**config.mk**
```make
export PLATFORM = sky130hd
export DESIGN_NAME = pwm_capture
export DESIGN_NICKNAME = d
export VERILOG_FILES = /design/src/rtl/pwm_capture.sv
export SDC_FILE = /design/constraint.sdc
export NUM_CORES = 1
export LEC_CHECK = 0
export ABC_AREA = 1
export ABC_CLOCK_PERIOD_IN_PS = 3500
export BUFFER_PORTS_ARGS = -buffer_cell sky130_fd_sc_hd__buf_2
export CAP_MARGIN = 20
export CORE_MARGIN = 2
export CORE_UTILIZATION = 40
export DETAILED_ROUTE_END_ITERATION = 6
export GPL_TIMING_DRIVEN = 0
export SYNTH_ARGS = -nofsm -noshare
export SYNTH_HDL_FRONTEND = slang
export SYNTH_SLANG_ARGS = --single-unit
```
**constraint.sdc**
```tcl
create_clock -name i_clk -period 3.5 [get_ports i_clk]
set_clock_uncertainty 0.2 [all_clocks]
set_input_delay 0 -clock i_clk [delete_from_list [all_inputs] [get_ports i_clk]]
set_output_delay 0 -clock i_clk [all_outputs]
set_load 0.02 [all_outputs]
```
**src/rtl/pwm_capture.sv**
```systemverilog
// pwm_capture: measures period and high time of an asynchronous PWM input, with stuck-level timeout
module pwm_capture #(
    parameter int COUNT_WIDTH = 16,
    parameter int SYNC_STAGES = 2
) (
    input  logic                   i_clk,
    input  logic                   i_reset,
    input  logic                   i_pwm,
    output logic [COUNT_WIDTH-1:0] o_period,
    output logic [COUNT_WIDTH-1:0] o_high,
    output logic                   o_valid,
    output logic                   o_timeout,
    output logic                   o_level
);
    typedef enum logic {IDLE, MEASURE} state_t;
    state_t state_q, state_d;
    logic [SYNC_STAGES-1:0] sync_q, sync_d;
    logic prev_q, prev_d;
    logic [COUNT_WIDTH-1:0] cnt_p_q, cnt_p_d, cnt_h_q, cnt_h_d;
    logic [COUNT_WIDTH-1:0] period_q, period_d, high_q, high_d;
    logic valid_q, valid_d, timeout_q, timeout_d;
    logic s_lvl, rise, sat, done;
    always_comb begin
        sync_d    = {sync_q[SYNC_STAGES-2:0], i_pwm};
        s_lvl     = sync_q[SYNC_STAGES-1];
        prev_d    = s_lvl;
        rise      = s_lvl & ~prev_q;
        sat       = &cnt_p_q;
        done      = rise && state_q == MEASURE;
        cnt_p_d   = rise ? COUNT_WIDTH'(1) : cnt_p_q + COUNT_WIDTH'(!sat);
        cnt_h_d   = rise ? COUNT_WIDTH'(1) : cnt_h_q + COUNT_WIDTH'(s_lvl);
        period_d  = done ? cnt_p_q : period_q;
        high_d    = done ? cnt_h_q : high_q;
        valid_d   = done;
        timeout_d = done ? 1'b0 : timeout_q | (sat & ~rise);
        state_d   = rise ? MEASURE : (sat ? IDLE : state_q);
    end
    always_ff @(posedge i_clk) begin
        if (i_reset) begin
            state_q   <= IDLE;
            sync_q    <= '0;
            prev_q    <= 1'b0;
            cnt_p_q   <= '0;
            cnt_h_q   <= '0;
            period_q  <= '0;
            high_q    <= '0;
            valid_q   <= 1'b0;
            timeout_q <= 1'b0;
        end else begin
            state_q   <= state_d;
            sync_q    <= sync_d;
            prev_q    <= prev_d;
            cnt_p_q   <= cnt_p_d;
            cnt_h_q   <= cnt_h_d;
            period_q  <= period_d;
            high_q    <= high_d;
            valid_q   <= valid_d;
            timeout_q <= timeout_d;
        end
    end
    assign o_period  = period_q;
    assign o_high    = high_q;
    assign o_valid   = valid_q;
    assign o_timeout = timeout_q;
    assign o_level   = s_lvl;
endmodule
```
==> results of run 1 <==
==> cell type report <==
class,count,area share
Timing Repair Buffer,39,0.0613
Multi-Input combinational cell,264,0.371
Sequential cell,70,0.409
Inverter,48,0.0526
Buffer,13,0.0241
Clock buffer,13,0.0434
Tap cell,99,0.0361
Clock inverter,1,0.00219
==> worst reg2reg max path, cell delays in order (launching register included) <==
cell	delay, ps
dfxtp_1	410
nand2_2	110
nor2_1	90
nand3_1	70
nor2_1	180
nand2_1	100
ha_1	210
ha_1	220
nand3_2	120
nor2_2	70
nand2_1	80
xor2_1	180
nor2_1	50
==> layer usage <==
layer,share of wire,track usage,up-vias,wire (um)
met1,0.52,0.237,1170,3320
li1,-,-,1363,-
met2,0.43,0.257,45,2760
met4,0.019,0.0773,0,121
met5,0,0,-,0
met3,0.035,0.0356,10,224
==> logic make-up after synthesis <==
group,share of synthesized area
AOI/OAI and AO/OA,0.0946
DFF,0.477
adders and majority gates,0.0213
buffers and inverters,0.0895
xor gates and xnor gates,0.00298
and+or+nand+nor,0.314
==> metrics by stage <==
stage | cell area, um^2 | setup WS (ps)
after floorplan | 2940 | 1610
after global placement | 3240 | 1380
after detailed placement | 3240 | 1340
after CTS | 3430 | 1320
after global routing | 3430 | 1150
final | 3430 | 1300
==> registers in the layout (all words and copies together) (netlist names) <==
register	count
cnt_h_q	16
cnt_p_q	16
o_high	16
o_period	16
sync_q	2
o_timeout	1
o_valid	1
prev_q	1
state_q	1
==> power by group <==
| part | switching (mW) | internal (mW) | total, mW |
|---|---|---|---|
| Sequential | 0.00606 | 0.803 | 0.809 |
| Combinational | 0.0335 | 0.0181 | 0.0516 |
| Clock | 0.279 | 0.270 | 0.549 |
| Total | 0.319 | 1.09 | 1.41 |
==> what timing repair did <==
action	CTS	global route
resized for setup	0	0
endpoints found under the hold margin	19	0
hold buffers	3	0
endpoints found under the setup margin	0	0
==> worst max path at each step <==
| stage | endpoint | slack (ps) | cells after the start |
|---|---|---|---|
| global route | cnt_p_q[10]$_SDFF_PP0_ | 1150 | 12 |
| detailed placement | cnt_p_q[10]$_SDFF_PP0_ | 1340 | 12 |
| global placement | cnt_p_q[10]$_SDFF_PP0_ | 1380 | 12 |
| floorplan | cnt_p_q[10]$_SDFF_PP0_ | 1610 | 12 |
| finish | cnt_p_q[10]$_SDFF_PP0_ | 1300 | 12 |
| CTS | cnt_p_q[10]$_SDFF_PP0_ | 1320 | 12 |
==> placed cells by master, fill, tap and decap left out, types with 5 or more instances in the layout <==
cell	n
nand2_1	85
dfxtp_1	70
nand3_1	47
inv_1	46
nor2_1	46
buf_2	45
a21oi_1	20
o21ai_0	18
o21ai_1	16
clkbuf_8	10
nor2_2	6
nand4_1	5
ha_1	5
==> out/metrics.cfg, run 1 <==
[status]
status=completed

[sta]
fmax_mhz=455
drv_slew=0
hold_ws_ps=208
rsz0062_at_grt=false
max_slew_margin=0.825
hold_viol=0
fin_setup_tns_ps=0
worst_pin_slew_ps=262
setup_viol=0
period_needed_ps=2200
fin_crit_sh=0.628

[synth]
synth_top_area_frac=0.477
syn_inst=395
ys_seq_area_frac=0.477
synth_top_area_cell=dfxtp_1
netlist_top_cells_area=dfxtp_1 (48%), nand2_1 (11%), nand3_1 (8.0%)
synth.most_common_cell=nand2_1
synth_edf_count=0
synthTopCellsByCount=nand2_1 (85), dfxtp_1 (70), nand3_1 (47)
synth_cell_types=23
yosysWarnings=0
syn_nets=403
avgSynthCellArea_um2=7.43
synthFlopType=dfxtp_1
syn_area_mm2=0.00294
async_flop_share=0
ys_seq_elements=70

[final_layout]
fin_cells=547
drive_above_1_share=0.176
area_delta_synth_final_pct=16.7
seq_area_mm2=0.00140
nets=453
multi_input_area_mm2=0.00127
n_antenna_cell=0
fillers=727
utilization=0.478

[place]
hpwlAfterDp_um=4630
dpl.cell_count=530
numPortBuffers=36
gp_congestion=0.819

[critical_path]
endpoint_kind=flip-flop
critPathLaunchType=flip-flop
critical_path_required_ps=3540
rr_endpoint=cnt_p_q[10]$_SDFF_PP0_
cp_max_fo=5
critical-path-max-stage-delay_ps=410
cp_cell_sequence=nand2_2, nor2_1, nand3_1, nor2_1, nand2_1, ha_1, ha_1, nand3_2, nor2_2, nand2_1, xor2_1, nor2_1
reg2reg_depth=12
critPathArrivalTime_ps=2230
worstSetupPathType=reg2reg
rrSetupSlack_ps=1300
slowest_stage=dfxtp_1
crit_family=simple AND/OR/NAND/NOR gates
reg2reg_from=cnt_p_q[5]$_SDFF_PP0_
critical_path_buf_inv_count=0
cp_common_cell=nor2_1
startpoint=cnt_p_q[5]$_SDFF_PP0_

[grt]
track_usage=0.172
first_global_vias=2227
antenna_found_initial=0
grt_max_degree=11
grt_first_pass_wirelength_um=10400
overflow=0

[pwr]
ir_worst_vdd_uv=217
p_per_area_mw_per_mm2=411
p_leak_nw=1.40
totalPowerFinal_mw=1.41

[floorplanning]
core-area_mm2=0.00718
initial_utilization=0.409
fp.dieArea_mm2=0.00804
num_rows=31
dieHeight_um=89.7
die_w_um=89.7
ios=38

[clocking]
clock_latency_ps=340
numCtsBuffers=9
cts_tree=built
cts-root-buf=clkbuf_8
cts_max_level=3
cts_num_sinks=70
clockBufferDepth=2
post_cts_buffers=0
clkSlewWorstSetupHoldPaths_ps=70

[min_path]
hold_class=reg2reg
hold_path_depth=2
hold_end=sync_q[1]$_SDFF_PP0_
hp-start=sync_q[0]$_SDFF_PP0_

[route]
drtIter0Drc=95
drt_pre_antenna_iters=4
drc=0
wirelength_um=6430
postRouteAntennaNets=0
vias=2588
wl_per_cell_um=11.8
viasPerCell=4.73

[job]
drv_cap=0

Power figures use the tool's default switching activity.
==> run 2: changes to the inputs <==
Settings changed: ABC_AREA 1 to 0, ABC_CLOCK_PERIOD_IN_PS 3500 to 2200.
Clock period 3.5 ns to 2.2 ns, I/O delays scaled along.
==> run 2 against run 1 <==
Cell count fell by 28%. Sequential power grew 59%. Fmax is 6.2% higher. Global-route usage shrank 0.74 points. Routed wire length shrank 11%. Non-clock buffer count grew 2. Sequential cell count unchanged. Largest cell class unchanged. Highest routed layer unchanged.
==> out/metrics.cfg, run 2 <==
[synth]
async_flop_share=0  ; unchanged
synthTopCellsByCount=dfxtp_1 (70), a22o_1 (32), nand3_1 (19)
synth_top_area_frac=0.525  ; +0.0479
synth_edf_count=0  ; unchanged
ys_seq_area_frac=0.525  ; +0.0479
yosysWarnings=0  ; unchanged
syn_nets=271  ; -33%
synthFlopType=dfxtp_1
syn_area_mm2=0.00267  ; -9.1%
synth_cell_types=29  ; +26%
syn_inst=263  ; -33%
avgSynthCellArea_um2=10.1  ; +36%
netlist_top_cells_area=dfxtp_1 (53%), a22o_1 (11%), nand3_1 (3.6%)
synth.most_common_cell=dfxtp_1
ys_seq_elements=70  ; unchanged
synth_top_area_cell=dfxtp_1

[sta]
setup_viol=0  ; unchanged
hold_viol=0  ; unchanged
period_needed_ps=2070  ; -128 ps
max_slew_margin=0.687  ; -0.138
fmax_mhz=483  ; +6.2%
fin_crit_sh=0.940  ; +0.313
worst_pin_slew_ps=470  ; +208 ps
drv_slew=0  ; unchanged
rsz0062_at_grt=false

[critical_path]
rrSetupSlack_ps=130  ; -1170 ps
critPathArrivalTime_ps=2140  ; -90 ps
critPathLaunchType=flip-flop
rr_endpoint=cnt_p_q[10]$_SDFF_PP0_
critical_path_required_ps=2270  ; -1270 ps
reg2reg_depth=9  ; -3
cp_max_fo=8  ; +3
worstSetupPathType=reg2reg
reg2reg_from=cnt_p_q[2]$_SDFF_PP0_
endpoint_kind=flip-flop

[final_layout]
nets=321  ; -29%
final_cell_mix=dfxtp_1 (62), buf_2 (44), a22o_1 (32)
n_antenna_cell=0  ; unchanged
utilization=0.500  ; +0.0220
area_delta_synth_final_pct=19.5
drive_above_1_share=0.241  ; +0.0642
final_common_cell=dfxtp_1
fin_area_mm2=0.00319  ; -6.9%

[route]
wl_per_cell_um=14.5  ; +23%
vias=2128  ; -18%
wirelength_um=5700  ; -11%
drtIter0Drc=112  ; +18%
viasPerCell=5.41  ; +14%
drt_pre_antenna_iters=4  ; unchanged
drc=0  ; unchanged
postRouteAntennaNets=0  ; unchanged

[min_path]
hold_end=sync_q[0]$_SDFF_PP0_
hold_path_depth=3  ; +1
hp-start=i_pwm
hold_class=in2reg

[clocking]
cts_tree=built
clock_latency_ps=350  ; about the same
clkSlewWorstSetupHoldPaths_ps=70  ; about the same
numCtsBuffers=9  ; unchanged
clockBufferDepth=2  ; unchanged
cts_max_level=3  ; unchanged
cts-root-buf=clkbuf_8
cts_num_sinks=70  ; unchanged

[floorplanning]
dieHeight_um=85.7  ; -4.5%
num_rows=29  ; -6.5%
core-area_mm2=0.00639  ; -11%
fp.dieArea_mm2=0.00734  ; -8.7%
die_w_um=85.7  ; -4.5%
initial_utilization=0.418  ; +0.00867
ios=38  ; unchanged

[pwr]
ir_worst_vdd_uv=366  ; +69%
netSwitchingPower_mw=0.506  ; +59%
switching_share=0.227  ; +0.000480
p_leak_nw=1.27  ; -9.3%
clkPwrFrac=0.389  ; about the same
pwr-share-seq=0.575  ; about the same
intPower_mw=1.73  ; +58%
pwr-share-comb=0.035  ; -0.002
p_per_area_mw_per_mm2=700  ; +70%

[grt]
first_global_vias=1861  ; -16%
track_usage=0.164  ; -0.00739
grt_max_degree=11  ; unchanged
antenna_found_initial=0  ; unchanged
grt_first_pass_wirelength_um=9180  ; -12%
overflow=0  ; unchanged

[place]
dpl-instance-area_mm2=0.00295  ; -9.1%
numPortBuffers=36  ; unchanged
gp_congestion=0.789  ; -3.7%
hpwlAfterDp_um=3870  ; -16%

[status]
status=completed

[job]
drv_cap=0  ; unchanged

run 2: cell count changes in the layout (fill, tap and decap cells not counted), sizes merged, moves of 29 or more:
cell,before,now
nand3,50,19
nor2,56,11
o21ai,34,5
inv,48,7
nand2,88,10
a22o,0,32
run 2: power by group through the flow:
stage	Sequential [mW]	Combinational, mW	Clock (mW)
2_1_floorplan	1.31	0.0526	0
3_3_place_gp	1.31	0.0747	0
3_5_place_dp	1.31	0.0755	0
4_1_cts	1.29	0.0793	0.892
5_1_grt	1.29	0.0897	0.948
6_report	1.29	0.0786	0.870
run 2: worst max-delay path, cell delays in order (launching register included):
cell and delay (ps):
dfxtp_1 300, buf_4 150, nand4_1 140, nor4_4 50, inv_1 70, ha_1 170, ha_2 230, nand2_2 110
or4_1 410, a21oi_1 160
run 2: what timing repair did:
action	CTS	global route
hold buffers	2	0
setup buffers	1	0
hold endpoints to repair	2	0
pin swaps	1	1
endpoints found under the setup margin	15	7
resized for setup	7	10
run 2: worst max-delay path by stage:
stage,from,endpoint,slack (ps),cells after the start
after floorplan,cnt_p_q[8]$_SDFF_PP0_,cnt_p_q[14]$_SDFF_PP0_,60,8
final,cnt_p_q[2]$_SDFF_PP0_,cnt_p_q[10]$_SDFF_PP0_,130,9
after detailed placement,cnt_p_q[3]$_SDFF_PP0_,cnt_p_q[14]$_SDFF_PP0_,-390,8
after CTS,cnt_p_q[2]$_SDFF_PP0_,cnt_p_q[14]$_SDFF_PP0_,20,9
after global placement,cnt_p_q[7]$_SDFF_PP0_,cnt_p_q[14]$_SDFF_PP0_,-390,8
after global routing,cnt_p_q[2]$_SDFF_PP0_,cnt_p_q[10]$_SDFF_PP0_,3,9
run 2: cells by family (layout without fill, tap and decap cells):
group,count (synthesis),count (layout),share of synthesized area
multiplexers,9,9,0.0342
flip-flops,70,70,0.525
AO/OA/AOI/OAI,61,61,0.169
adder cells (fa/ha/maj),5,5,0.0234
buffers and inverters,22,75,0.0380
AND/OR/NAND/NOR,90,90,0.190
XOR/XNOR,6,6,0.0197
run 2: routing by layer:
layer / up-vias / routed length (um) / share of wire / global-route usage
met3: 7 / 282 / 0.049 / 0.0500
li1: 1093 / - / - / -
met5: - / 0 / 0 / 0
met1: 984 / 2870 / 0.50 / 0.225
met4: 0 / 98 / 0.017 / 0.0779
met2: 44 / 2450 / 0.43 / 0.236
run 2: per-stage QoR:
stage	setup slack, ps	cells	hold slack [ps]	total power [mW]	TNS [ps]
after floorplan	57.7	263	-71.8	1.37	0
after global placement	-389	376	19.2	1.39	-3060
after detailed placement	-394	376	23.4	1.39	-3100
after CTS	18.5	393	199	2.26	0
after global routing	3.28	393	230	2.32	0
final	132	393	202	2.23	0
run 2: cell type report:
type,instances,area (um^2)
Buffer,15,77.6
Clock buffer,12,145
Clock inverter,2,10.0
Fill cell,614,3200
Inverter,7,26.3
Multi-Input combinational cell,171,1220
Sequential cell,70,1410
Tap cell,77,96.3
Timing Repair Buffer,39,208
==> run 3: changes to the inputs <==
Settings changed: PLACE_DENSITY set to 0.71.
==> run 3 against run 2 <==
Count of clock-buffer cells in the layout is 1 higher. Total power up 6.0%. Sequential cell count stayed put. Cell count is the same. Register-to-register slack barely moved. Routed wire length decreased by 2.0%. Sequential share of layout area down 0.41 points. Core utilization up 0.51 points. Clock power grew 15%. Critical path depth decreased by 1. Largest power group unchanged.
==> out/metrics.cfg, run 3 (synthesis gave the netlist of run 2 again) <==
[critical_path]
crit_family=simple AND/OR/NAND/NOR gates
endpoint_kind=flip-flop
critPathLaunchType=flip-flop
critical_path_buf_inv_count=1  ; -1
critical-path-max-stage-delay_ps=410  ; about the same
cp_cell_sequence=nand4_4, nor4_4, inv_1, ha_1, ha_4, nand2_2, nor4_1, mux2i_1
critPathArrivalTime_ps=2090  ; -50 ps
critical_path_required_ps=2210  ; -60 ps
slowest_stage=dfxtp_1
cp_max_fo=7  ; -1
worstSetupPathType=reg2reg

[floorplanning]
core-area_mm2=0.00639  ; unchanged
dieHeight_um=85.7  ; unchanged
ios=38  ; unchanged
die_w_um=85.7  ; unchanged
initial_utilization=0.418  ; unchanged
fp.dieArea_mm2=0.00734  ; unchanged
num_rows=29  ; unchanged

[min_path]
hold_class=in2reg

[final_layout]
drive_above_1_share=0.237  ; -0.00316
fin_cells=393  ; unchanged
final_common_cell=dfxtp_1
n_antenna_cell=0  ; unchanged
final_cell_mix=dfxtp_1 (61), buf_2 (44), a22o_1 (32)
nets=321  ; unchanged
area_delta_synth_final_pct=20.8

[place]
gp_congestion=0.781  ; -0.96%
dpl.cell_count=376  ; unchanged
hpwlAfterDp_um=3880  ; +0.21%
numPortBuffers=36  ; unchanged
place_ws_ps=-449  ; -54.8 ps

[clocking]
clockBufferDepth=2  ; unchanged
numCtsBuffers=9  ; unchanged
cts_tree=built
cts-root-buf=clkbuf_8
clkSlewWorstSetupHoldPaths_ps=70  ; about the same
clock_latency_ps=340  ; about the same
cts_num_sinks=70  ; unchanged
cts_max_level=3  ; unchanged

[grt]
first_global_vias=2004  ; +7.7%
overflow=0  ; unchanged
grt_max_degree=11  ; unchanged
antenna_found_initial=0  ; unchanged
track_usage=0.160  ; -0.00459
grt_first_pass_wirelength_um=9370  ; +2.0%

[sta]
worst_pin_slew_ps=465  ; -4.97 ps
hold_viol=0  ; unchanged
period_needed_ps=2080  ; +9.64 ps
fin_ws_ps=122  ; -9.64 ps
fin_crit_sh=0.945  ; +0.00438
fin_setup_tns_ps=0  ; unchanged
max_slew_margin=0.690  ; +0.00332
hold_ws_ps=202  ; +0.0570 ps
fmax_mhz=481  ; -0.46%
drv_slew=0  ; unchanged
setup_viol=0  ; unchanged

[route]
postRouteAntennaNets=0  ; unchanged
drt_pre_antenna_iters=4  ; unchanged
viasPerCell=5.49  ; +1.3%
drtIter0Drc=122  ; +8.9%
vias=2156  ; +1.3%
wirelength_um=5580  ; -2.0%
wl_per_cell_um=14.2  ; -2.0%
drc=0  ; unchanged

[status]
status=completed

[pwr]
p_leak_nw=1.29  ; +1.2%
p_per_area_mw_per_mm2=735  ; +5.0%
ir_worst_vdd_uv=402  ; +9.9%
totalPowerFinal_mw=2.37  ; +6.0%

[job]
drv_cap=0  ; unchanged

-- run 3: final cells by class --
type                    count  area (um^2)
inverters                   7         26.3
plain buffers              15         77.6
well taps                  77         96.3
repair buffers             39          208
clock inverters             1         30.0
flip-flops and latches     70         1410
clock buffers              13          159
fillers                   592         3160
multi-input cells         171         1210
-- run 3: worst min-delay path: stages --
cell and delay (ps):
dlygate4sd3_1 510, buf_2 90, nor2b_1 100
-- run 3: per-layer routing --
layer	global-route usage	vias up	part of all wire
met5	0	-	0
met1	0.222	1020	0.51
met4	0.0794	0	0.023
met2	0.229	44	0.43
li1	-	1080	-
met3	0.0414	12	0.040
-- run 3: per-stage QoR --
step / util / cell area (um^2)
after global placement: 0.461 / 2950
after floorplan: - / 2670
after global routing: 0.505 / 3220
final: 0.505 / 3220
after detailed placement: 0.461 / 2950
after CTS: 0.500 / 3190
-- run 3: worst paths after layout --
check                           endpoint  depth (start not counted)                    from  slack (ps)
setup / recovery  cnt_p_q[14]$_SDFF_PP0_                          8  cnt_p_q[10]$_SDFF_PP0_         120
hold / removal      sync_q[0]$_SDFF_PP0_                          3                   i_pwm         200
setup reg to reg  cnt_p_q[14]$_SDFF_PP0_                          8  cnt_p_q[10]$_SDFF_PP0_         120
hold reg to reg     sync_q[1]$_SDFF_PP0_                          1    sync_q[0]$_SDFF_PP0_         250
-- run 3: what timing repair did --
action                                  in CTS  in global routing
endpoints found under the hold margin        2                  0
hold buffers                                 2                  0
buffers inserted                             1                  0
resized for setup                            7                 10
endpoints found under the setup margin      16                  7
pin swaps                                    1                  2
-- run 3: where the power goes --
part	switching, mW	internal (mW)
clock	0.427	0.574
combinational	0.0516	0.0290
sequential	0.00964	1.28
total	0.488	1.88
